**src/rtl/qspim_host_if.sv**
```systemverilog
// Request/response and QSPI pad bundle for qspim_host; master = the QSPI host, slave = requester plus flash side.
interface qspim_host_if;
  logic        req_valid;
  logic        req_ready;
  logic        req_we;
  logic [31:0] req_addr;
  logic [31:0] req_wdata;
  logic        rsp_valid;
  logic [31:0] rsp_rdata;
  logic        busy;
  logic        spi_sck;
  logic        spi_csn;
  logic [3:0]  spi_so;
  logic        spi_oen;
  logic [3:0]  spi_si;

  modport master (
    input  req_valid, req_we, req_addr, req_wdata, spi_si,
    output req_ready, rsp_valid, rsp_rdata, busy, spi_sck, spi_csn, spi_so, spi_oen
  );

  modport slave (
    output req_valid, req_we, req_addr, req_wdata, spi_si,
    input  req_ready, rsp_valid, rsp_rdata, busy, spi_sck, spi_csn, spi_so, spi_oen
  );
endinterface

```
**src/rtl/qspim_host.sv**
```systemverilog
// Quad-SPI host: one request becomes a cmd/addr/[dummy]/data frame, SCK half-period CLK_DIV+1 cycles.
// Response pulses (2N+1)*H cycles after accept; req_ready stays low for the frame plus the CSN_IDLE gap.
module qspim_host #(
  parameter int unsigned CLK_DIV   = 1,
  parameter int unsigned DUMMY_CYC = 4,
  parameter logic [7:0]  CMD_WR    = 8'h02,
  parameter logic [7:0]  CMD_RD    = 8'h0B,
  parameter int unsigned CSN_IDLE  = 2
) (
  input logic          sys_clk,
  input logic          rst,
  qspim_host_if.master bus
);

  typedef enum logic [2:0] {
    S_IDLE, S_CMD, S_ADDR, S_WDATA, S_DUMMY, S_RDATA, S_HOLD, S_GAP
  } state_t;

  localparam logic [15:0] DIV_LAST   = 16'(CLK_DIV);
  localparam logic [7:0]  DUMMY_LAST = 8'((DUMMY_CYC > 0) ? DUMMY_CYC - 1 : 0);
  localparam logic [7:0]  GAP_LAST   = 8'((CSN_IDLE > 0) ? CSN_IDLE - 1 : 0);

  state_t      r_state, w_state;
  logic [15:0] r_div, w_div;
  logic [7:0]  r_cnt, w_cnt;
  logic        r_sck, w_sck;
  logic        r_csn, w_csn;
  logic        r_oen, w_oen;
  logic        r_we, w_we;
  logic        r_busy, w_busy;
  logic        r_rsp_vld, w_rsp_vld;
  logic [71:0] r_tx, w_tx;
  logic [31:0] r_rx, w_rx;
  logic [31:0] r_rdata, w_rdata;
  logic        w_tick, w_rise, w_fall;

  assign w_tick = (r_state != S_IDLE) && (r_div == DIV_LAST);
  assign w_rise = w_tick && !r_sck;
  assign w_fall = w_tick && r_sck;
  assign w_div  = ((r_state == S_IDLE) || w_tick) ? 16'd0 : r_div + 16'd1;

  always_comb begin
    w_state   = r_state;
    w_cnt     = r_cnt;
    w_sck     = r_sck;
    w_csn     = r_csn;
    w_oen     = r_oen;
    w_we      = r_we;
    w_busy    = r_busy;
    w_rsp_vld = 1'b0;
    w_tx      = r_tx;
    w_rx      = r_rx;
    w_rdata   = r_rdata;
    case (r_state)
      S_IDLE: begin
        if (bus.req_valid) begin
          w_state = S_CMD;
          w_cnt   = 8'd0;
          w_sck   = 1'b0;
          w_csn   = 1'b0;
          w_oen   = 1'b0;
          w_busy  = 1'b1;
          w_we    = bus.req_we;
          w_tx    = {bus.req_we ? CMD_WR : CMD_RD, bus.req_addr, bus.req_wdata};
        end
      end
      S_CMD, S_ADDR, S_WDATA, S_DUMMY, S_RDATA: begin
        if (w_rise) begin
          w_sck = 1'b1;
          if (r_state == S_RDATA) w_rx = {r_rx[27:0], bus.spi_si};
        end else if (w_fall) begin
          // Falling tick: launch the next nibble and close out one SCK cycle.
          w_sck = 1'b0;
          w_tx  = {r_tx[67:0], 4'h0};
          w_cnt = r_cnt + 8'd1;
          case (r_state)
            S_CMD: begin
              if (r_cnt == 8'd1) begin
                w_state = S_ADDR;
                w_cnt   = 8'd0;
              end
            end
            S_ADDR: begin
              if (r_cnt == 8'd7) begin
                w_cnt = 8'd0;
                if (r_we) begin
                  w_state = S_WDATA;
                end else begin
                  w_oen   = 1'b1;
                  w_state = (DUMMY_CYC == 0) ? S_RDATA : S_DUMMY;
                end
              end
            end
            S_DUMMY: begin
              if (r_cnt == DUMMY_LAST) begin
                w_state = S_RDATA;
                w_cnt   = 8'd0;
              end
            end
            S_WDATA, S_RDATA: begin
              if (r_cnt == 8'd7) begin
                w_state = S_HOLD;
                w_cnt   = 8'd0;
              end
            end
            default: ;
          endcase
        end
      end
      S_HOLD: begin
        if (w_tick) begin
          w_state   = S_GAP;
          w_csn     = 1'b1;
          w_oen     = 1'b1;
          w_rsp_vld = 1'b1;
          if (!r_we) w_rdata = r_rx;
        end
      end
      S_GAP: begin
        if (w_tick) begin
          if (r_cnt == GAP_LAST) begin
            w_state = S_IDLE;
            w_busy  = 1'b0;
          end else begin
            w_cnt = r_cnt + 8'd1;
          end
        end
      end
      default: w_state = S_GAP;
    endcase
  end

  // Reset lands in GAP so chip select is guaranteed its idle time before any frame.
  always_ff @(posedge sys_clk) begin
    if (rst) begin
      r_state   <= S_GAP;
      r_div     <= 16'd0;
      r_cnt     <= 8'd0;
      r_sck     <= 1'b0;
      r_csn     <= 1'b1;
      r_oen     <= 1'b1;
      r_we      <= 1'b0;
      r_busy    <= 1'b0;
      r_rsp_vld <= 1'b0;
      r_tx      <= '0;
      r_rx      <= '0;
      r_rdata   <= '0;
    end else begin
      r_state   <= w_state;
      r_div     <= w_div;
      r_cnt     <= w_cnt;
      r_sck     <= w_sck;
      r_csn     <= w_csn;
      r_oen     <= w_oen;
      r_we      <= w_we;
      r_busy    <= w_busy;
      r_rsp_vld <= w_rsp_vld;
      r_tx      <= w_tx;
      r_rx      <= w_rx;
      r_rdata   <= w_rdata;
    end
  end

  assign bus.req_ready = (r_state == S_IDLE);
  assign bus.rsp_valid = r_rsp_vld;
  assign bus.rsp_rdata = r_rdata;
  assign bus.busy      = r_busy;
  assign bus.spi_sck   = r_sck;
  assign bus.spi_csn   = r_csn;
  assign bus.spi_oen   = r_oen;
  assign bus.spi_so    = r_oen ? 4'h0 : r_tx[71:68];

endmodule

```
**src/flat_wrapper.sv**
```systemverilog
// flat-port wrapper written by rule: the top's interface ports become plain ports
module qspim_host_flat 
#(
  parameter int unsigned CLK_DIV   = 1,
  parameter int unsigned DUMMY_CYC = 4,
  parameter logic [7:0]  CMD_WR    = 8'h02,
  parameter logic [7:0]  CMD_RD    = 8'h0B,
  parameter int unsigned CSN_IDLE  = 2
)
  (sys_clk, rst, bus_req_valid, bus_req_we, bus_req_addr, bus_req_wdata, bus_spi_si, bus_req_ready, bus_rsp_valid, bus_rsp_rdata, bus_busy, bus_spi_sck, bus_spi_csn, bus_spi_so, bus_spi_oen);
  qspim_host_if bus_i ();
  input logic sys_clk;
  input logic rst;
  input wire logic [$bits(bus_i.req_valid)-1:0] bus_req_valid;
  input wire logic [$bits(bus_i.req_we)-1:0] bus_req_we;
  input wire logic [$bits(bus_i.req_addr)-1:0] bus_req_addr;
  input wire logic [$bits(bus_i.req_wdata)-1:0] bus_req_wdata;
  input wire logic [$bits(bus_i.spi_si)-1:0] bus_spi_si;
  output wire logic [$bits(bus_i.req_ready)-1:0] bus_req_ready;
  output wire logic [$bits(bus_i.rsp_valid)-1:0] bus_rsp_valid;
  output wire logic [$bits(bus_i.rsp_rdata)-1:0] bus_rsp_rdata;
  output wire logic [$bits(bus_i.busy)-1:0] bus_busy;
  output wire logic [$bits(bus_i.spi_sck)-1:0] bus_spi_sck;
  output wire logic [$bits(bus_i.spi_csn)-1:0] bus_spi_csn;
  output wire logic [$bits(bus_i.spi_so)-1:0] bus_spi_so;
  output wire logic [$bits(bus_i.spi_oen)-1:0] bus_spi_oen;
  assign bus_i.req_valid = bus_req_valid;
  assign bus_i.req_we = bus_req_we;
  assign bus_i.req_addr = bus_req_addr;
  assign bus_i.req_wdata = bus_req_wdata;
  assign bus_i.spi_si = bus_spi_si;
  assign bus_req_ready = bus_i.req_ready;
  assign bus_rsp_valid = bus_i.rsp_valid;
  assign bus_rsp_rdata = bus_i.rsp_rdata;
  assign bus_busy = bus_i.busy;
  assign bus_spi_sck = bus_i.spi_sck;
  assign bus_spi_csn = bus_i.spi_csn;
  assign bus_spi_so = bus_i.spi_so;
  assign bus_spi_oen = bus_i.spi_oen;
  qspim_host #(.CLK_DIV(CLK_DIV), .DUMMY_CYC(DUMMY_CYC), .CMD_WR(CMD_WR), .CMD_RD(CMD_RD), .CSN_IDLE(CSN_IDLE)) u_core (.sys_clk(sys_clk), .rst(rst), .bus(bus_i));
endmodule
```
**config.mk**
```make
export PLATFORM = sky130hd
export DESIGN_NAME = qspim_host_flat
export DESIGN_NICKNAME = d
export VERILOG_FILES = /design/src/rtl/qspim_host_if.sv /design/src/rtl/qspim_host.sv /design/src/flat_wrapper.sv
export SDC_FILE = /design/constraint.sdc
export NUM_CORES = 1
export LEC_CHECK = 0
export ABC_AREA = 1
export ABC_CLOCK_PERIOD_IN_PS = 3490
export BUFFER_PORTS_ARGS = -buffer_cell sky130_fd_sc_hd__clkbuf_2
export CORE_MARGIN = 4
export CORE_UTILIZATION = 45
export DETAILED_ROUTE_END_ITERATION = 8
export GPL_TIMING_DRIVEN = 0
export PLACE_DENSITY = 0.66
export SYNTH_ARGS = -nofsm -noshare
export SYNTH_HDL_FRONTEND = slang
export SYNTH_SLANG_ARGS = --single-unit
export TNS_END_PERCENT = 20
```
**constraint.sdc**
```tcl
create_clock -name sys_clk -period 3.49 [get_ports sys_clk]
set_input_delay 0.1745 -clock sys_clk [delete_from_list [all_inputs] [get_ports sys_clk]]
set_output_delay 0.1745 -clock sys_clk [all_outputs]
set_load 0.05 [all_outputs]
```
==> impl_metrics.csv <==
group,metric,value,unit
sta,finalHoldViolCount,0,
drt,ant_nets,0,
sta,setup_viol,0,
worst_setup_path,worstRegToRegCells,11,
yosys,syn_nets,1182,
yosys,syn_inst,1106,
drt,drc,0,
sta,worst_slew_pin_slew,642,ps
floorplan,core,16100,µm²
clocking,cts_resized,0,
grt,grt_max_degree,19,
clocking,cts_setup_buffers,0,
drt,first_pass_iters,5,
floorplan,die_h,136,µm
sta,drv_slew,0,
sta,fmax,435,MHz
grt,grt.total_usage,20.5,%
sta,fin_tns_setup,0,ps
floorplan,dieArea,18600,µm²
drt,vias_per_cell,4.92,
min_path,min_delay_path_depth,3,
yosys,ys_seq_elements,169,
sta,fin_crit,2300,ps
yosys,yosys_warnings,0,
clocking,clockBufferDepth,2,
clocking,clkTransAtPathRegs,70,ps
sta,slew_headroom,57.2,%
sta,rsz0062_at_grt,"no",
drt,drt_iter0_markers,358,
yosys,yosysMostFrequentCell,"nand2_1",
place,portBuffers,112,
place,routabilityCongestion,0.841,
cells_and_area,drive_gt1_share,14.4,%
clocking,clock_sinks,169,
cells_and_area,nNetsFinal,1313,
yosys,synthTopCellsByArea,"dfxtp_1 46%, nand2_1 14%, nor2_1 11%, o21ai_0 8.4%, a21oi_1 6.5%",
drt,maxUsedRoutingLayer,"met4",
min_path,hold_end,"u_core.r_tx[3]$_SDFFE_PP0P_",
clocking,postCtsHoldBufs,0,
drt,wl_per_cell,12.7,µm
min_path,hp-start,"bus_req_wdata[3]",
pwr,fin_total_pwr,6.71,mW
place,placed_area,8260,µm²
worst_setup_path,r2r_end,"u_core.r_tx[43]$_SDFFE_PP0P_",
yosys,ys_seq_area_share,45.5,%
grt,antenna_found_initial,0,
worst_setup_path,path_class,"flop to flop",
yosys,synth_top_area_cell,"dfxtp_1",
floorplan,die-width,136,µm
floorplan,num_rows,46,
yosys,synth_top_area_share,45.5,%
outcome,status,"finished clean",
yosys,async_flop_share,0,%
sta,fin_skew,12.6,ps
yosys,ys.flop_type,"dfxtp_1",
drt,wl_met1,8900,µm
place,dpl.hpwl,13300,µm
drt,routed-wl-met3,924,µm
drt,vias,7219,
yosys,synth_cell_types,30,
floorplan,num_io_pins,114,
worst_setup_path,critical_path_arrival,2620,ps
grt,grt_pass1_wl,31200,µm
sta,hold_slack,21.3,ps
grt,grt-ovfl-total,0,
pwr,cellPowerDensity,759,nW/µm²
pwr,ir_drop,0.372,mV
yosys,synth_common_cells,"271 x nand2_1, 213 x nor2_1, 169 x dfxtp_1, 124 x o21ai_0, 96 x a21oi_1",
pwr,power.static_leakage,3.98,nW
sta,min_period_over_period,65.8,%
worst_setup_path,required,3810,ps
cells_and_area,finalInstanceArea,8840,µm²
grt,grt_pass1_vias,6714,
yosys,synth_area,7430,µm²
clocking,cts_tree,"yes",
clocking,cts_made_buffers,17,
yosys,synth_edf_count,0,
flow_run,cap_violations,0,
cells_and_area,area_growth_syn_to_layout,18.9,%
clocking,htree_levels,4,
clocking,cts-root-buf,"clkbuf_16",
worst_setup_path,reg2reg_from,"u_core.r_div[0]$_SDFF_PP0_",
yosys,avgSynthCellArea,6.72,µm²
drt,wirelength,18500,µm
floorplan,start_util,46.3,%
worst_setup_path,crit_fanout,10,
drt,wl_met2,8400,µm
clocking,clock_latency,430,ps
worst_setup_path,r2r_slack,1190,ps
cells_and_area,antennaDiodeCount,0,
worst_setup_path,critPathLaunchType,"flop",
min_path,worstHoldPathType,"input port to flop",
worst_setup_path,endpoint_kind,"flop",
-- metrics by stage --
step,worst slack (ps),utilization [%],cells
floorplan,1750,-,1106
global placement,1270,51.4,1434
detailed placement,1230,51.4,1434
CTS,1200,55.0,1466
global route,1000,55.0,1466
finish,1190,55.0,1466
-- how the worst max path moves through the flow --
stage                                    start                      endpoint  slack [ps]  cells after the start
floorplan           u_core.r_div[0]$_SDFF_PP0_  u_core.r_tx[10]$_SDFFE_PP0P_        1750                     11
global placement    u_core.r_div[0]$_SDFF_PP0_  u_core.r_tx[34]$_SDFFE_PP0P_        1270                     11
detailed placement  u_core.r_div[0]$_SDFF_PP0_  u_core.r_tx[43]$_SDFFE_PP0P_        1230                     11
CTS                 u_core.r_div[0]$_SDFF_PP0_  u_core.r_tx[54]$_SDFFE_PP0P_        1200                     11
global route        u_core.r_div[0]$_SDFF_PP0_   u_core.r_tx[6]$_SDFFE_PP0P_        1000                     11
finish              u_core.r_div[0]$_SDFF_PP0_  u_core.r_tx[43]$_SDFFE_PP0P_        1190                     11
-- placed cells by master, fill, tap and decap left out, types with 3 or more instances in the layout --
cell       count
clkbuf_2     112
buf_2         23
clkbuf_16     17
o21ai_1       13
a21oi_1       96
nor3_1        12
nand2_1      271
inv_6          3
clkbuf_1      40
nand2_2        3
nand4_1        8
a31oi_1        3
inv_2          4
dfxtp_1      169
nor2_1       213
inv_1         70
ha_1           4
o21ai_0      124
nand3_1       34
inv_8          7
-- per-layer routing --
layer / up-vias / GRT usage (%)
met5: - / 0
met4: 0 / 5.82
met3: 27 / 4.30
met2: 182 / 33.0
met1: 3201 / 27.8
li1: 3809 / -
-- registers in the layout (all words and copies together) (netlist names) --
signal and flops:
u_core.bus.busy 1, u_core.bus.rsp_rdata 32, u_core.bus.rsp_valid 1, u_core.bus.spi_csn 1
u_core.bus.spi_oen 1, u_core.bus.spi_sck 1, u_core.r_cnt 8, u_core.r_div 16
u_core.r_rx 32, u_core.r_state 3, u_core.r_tx 72, u_core.r_we 1
-- worst max-delay path: stages (launching register included) --
cell	delay (ps)
dfxtp_1	470
ha_1	190
inv_1	40
nor2_1	70
nand2_1	80
nor2_1	160
nand3_1	170
a21oi_4	400
inv_2	200
buf_2	230
nor2_1	120
nor2_1	50
-- cell type report --
type                    count  area, µm²
inverters                  74        278
flip-flops and latches    169       3380
multi-input cells         799       3500
repair buffers            112        561
plain buffers              64        273
clock inverters            15        151
fillers                  1630       7220
well taps                 216        270
clock buffers              17        425
-- logic make-up (layout without fill, tap and decap cells) --
logic type               after synthesis  count (layout)  synth area share (%)
buffers and inverters                138             282                  7.41
AO/OA/AOI/OAI                        243             243                  16.8
XOR/XNOR                               3               3                 0.354
AND/OR/NAND/NOR                      549             549                  29.3
flip-flops                           169             169                  45.5
adder cells (fa/ha/maj)                4               4                 0.674
-- power by group --
part | internal [mW] | switching [mW] | total (mW)
logic | 0.699 | 1.64 | 2.34
clock network | 0.958 | 0.884 | 1.84
registers | 2.31 | 0.213 | 2.53
total | 3.97 | 2.74 | 6.71
No activity file was read; power rests on OpenSTA's default activity.
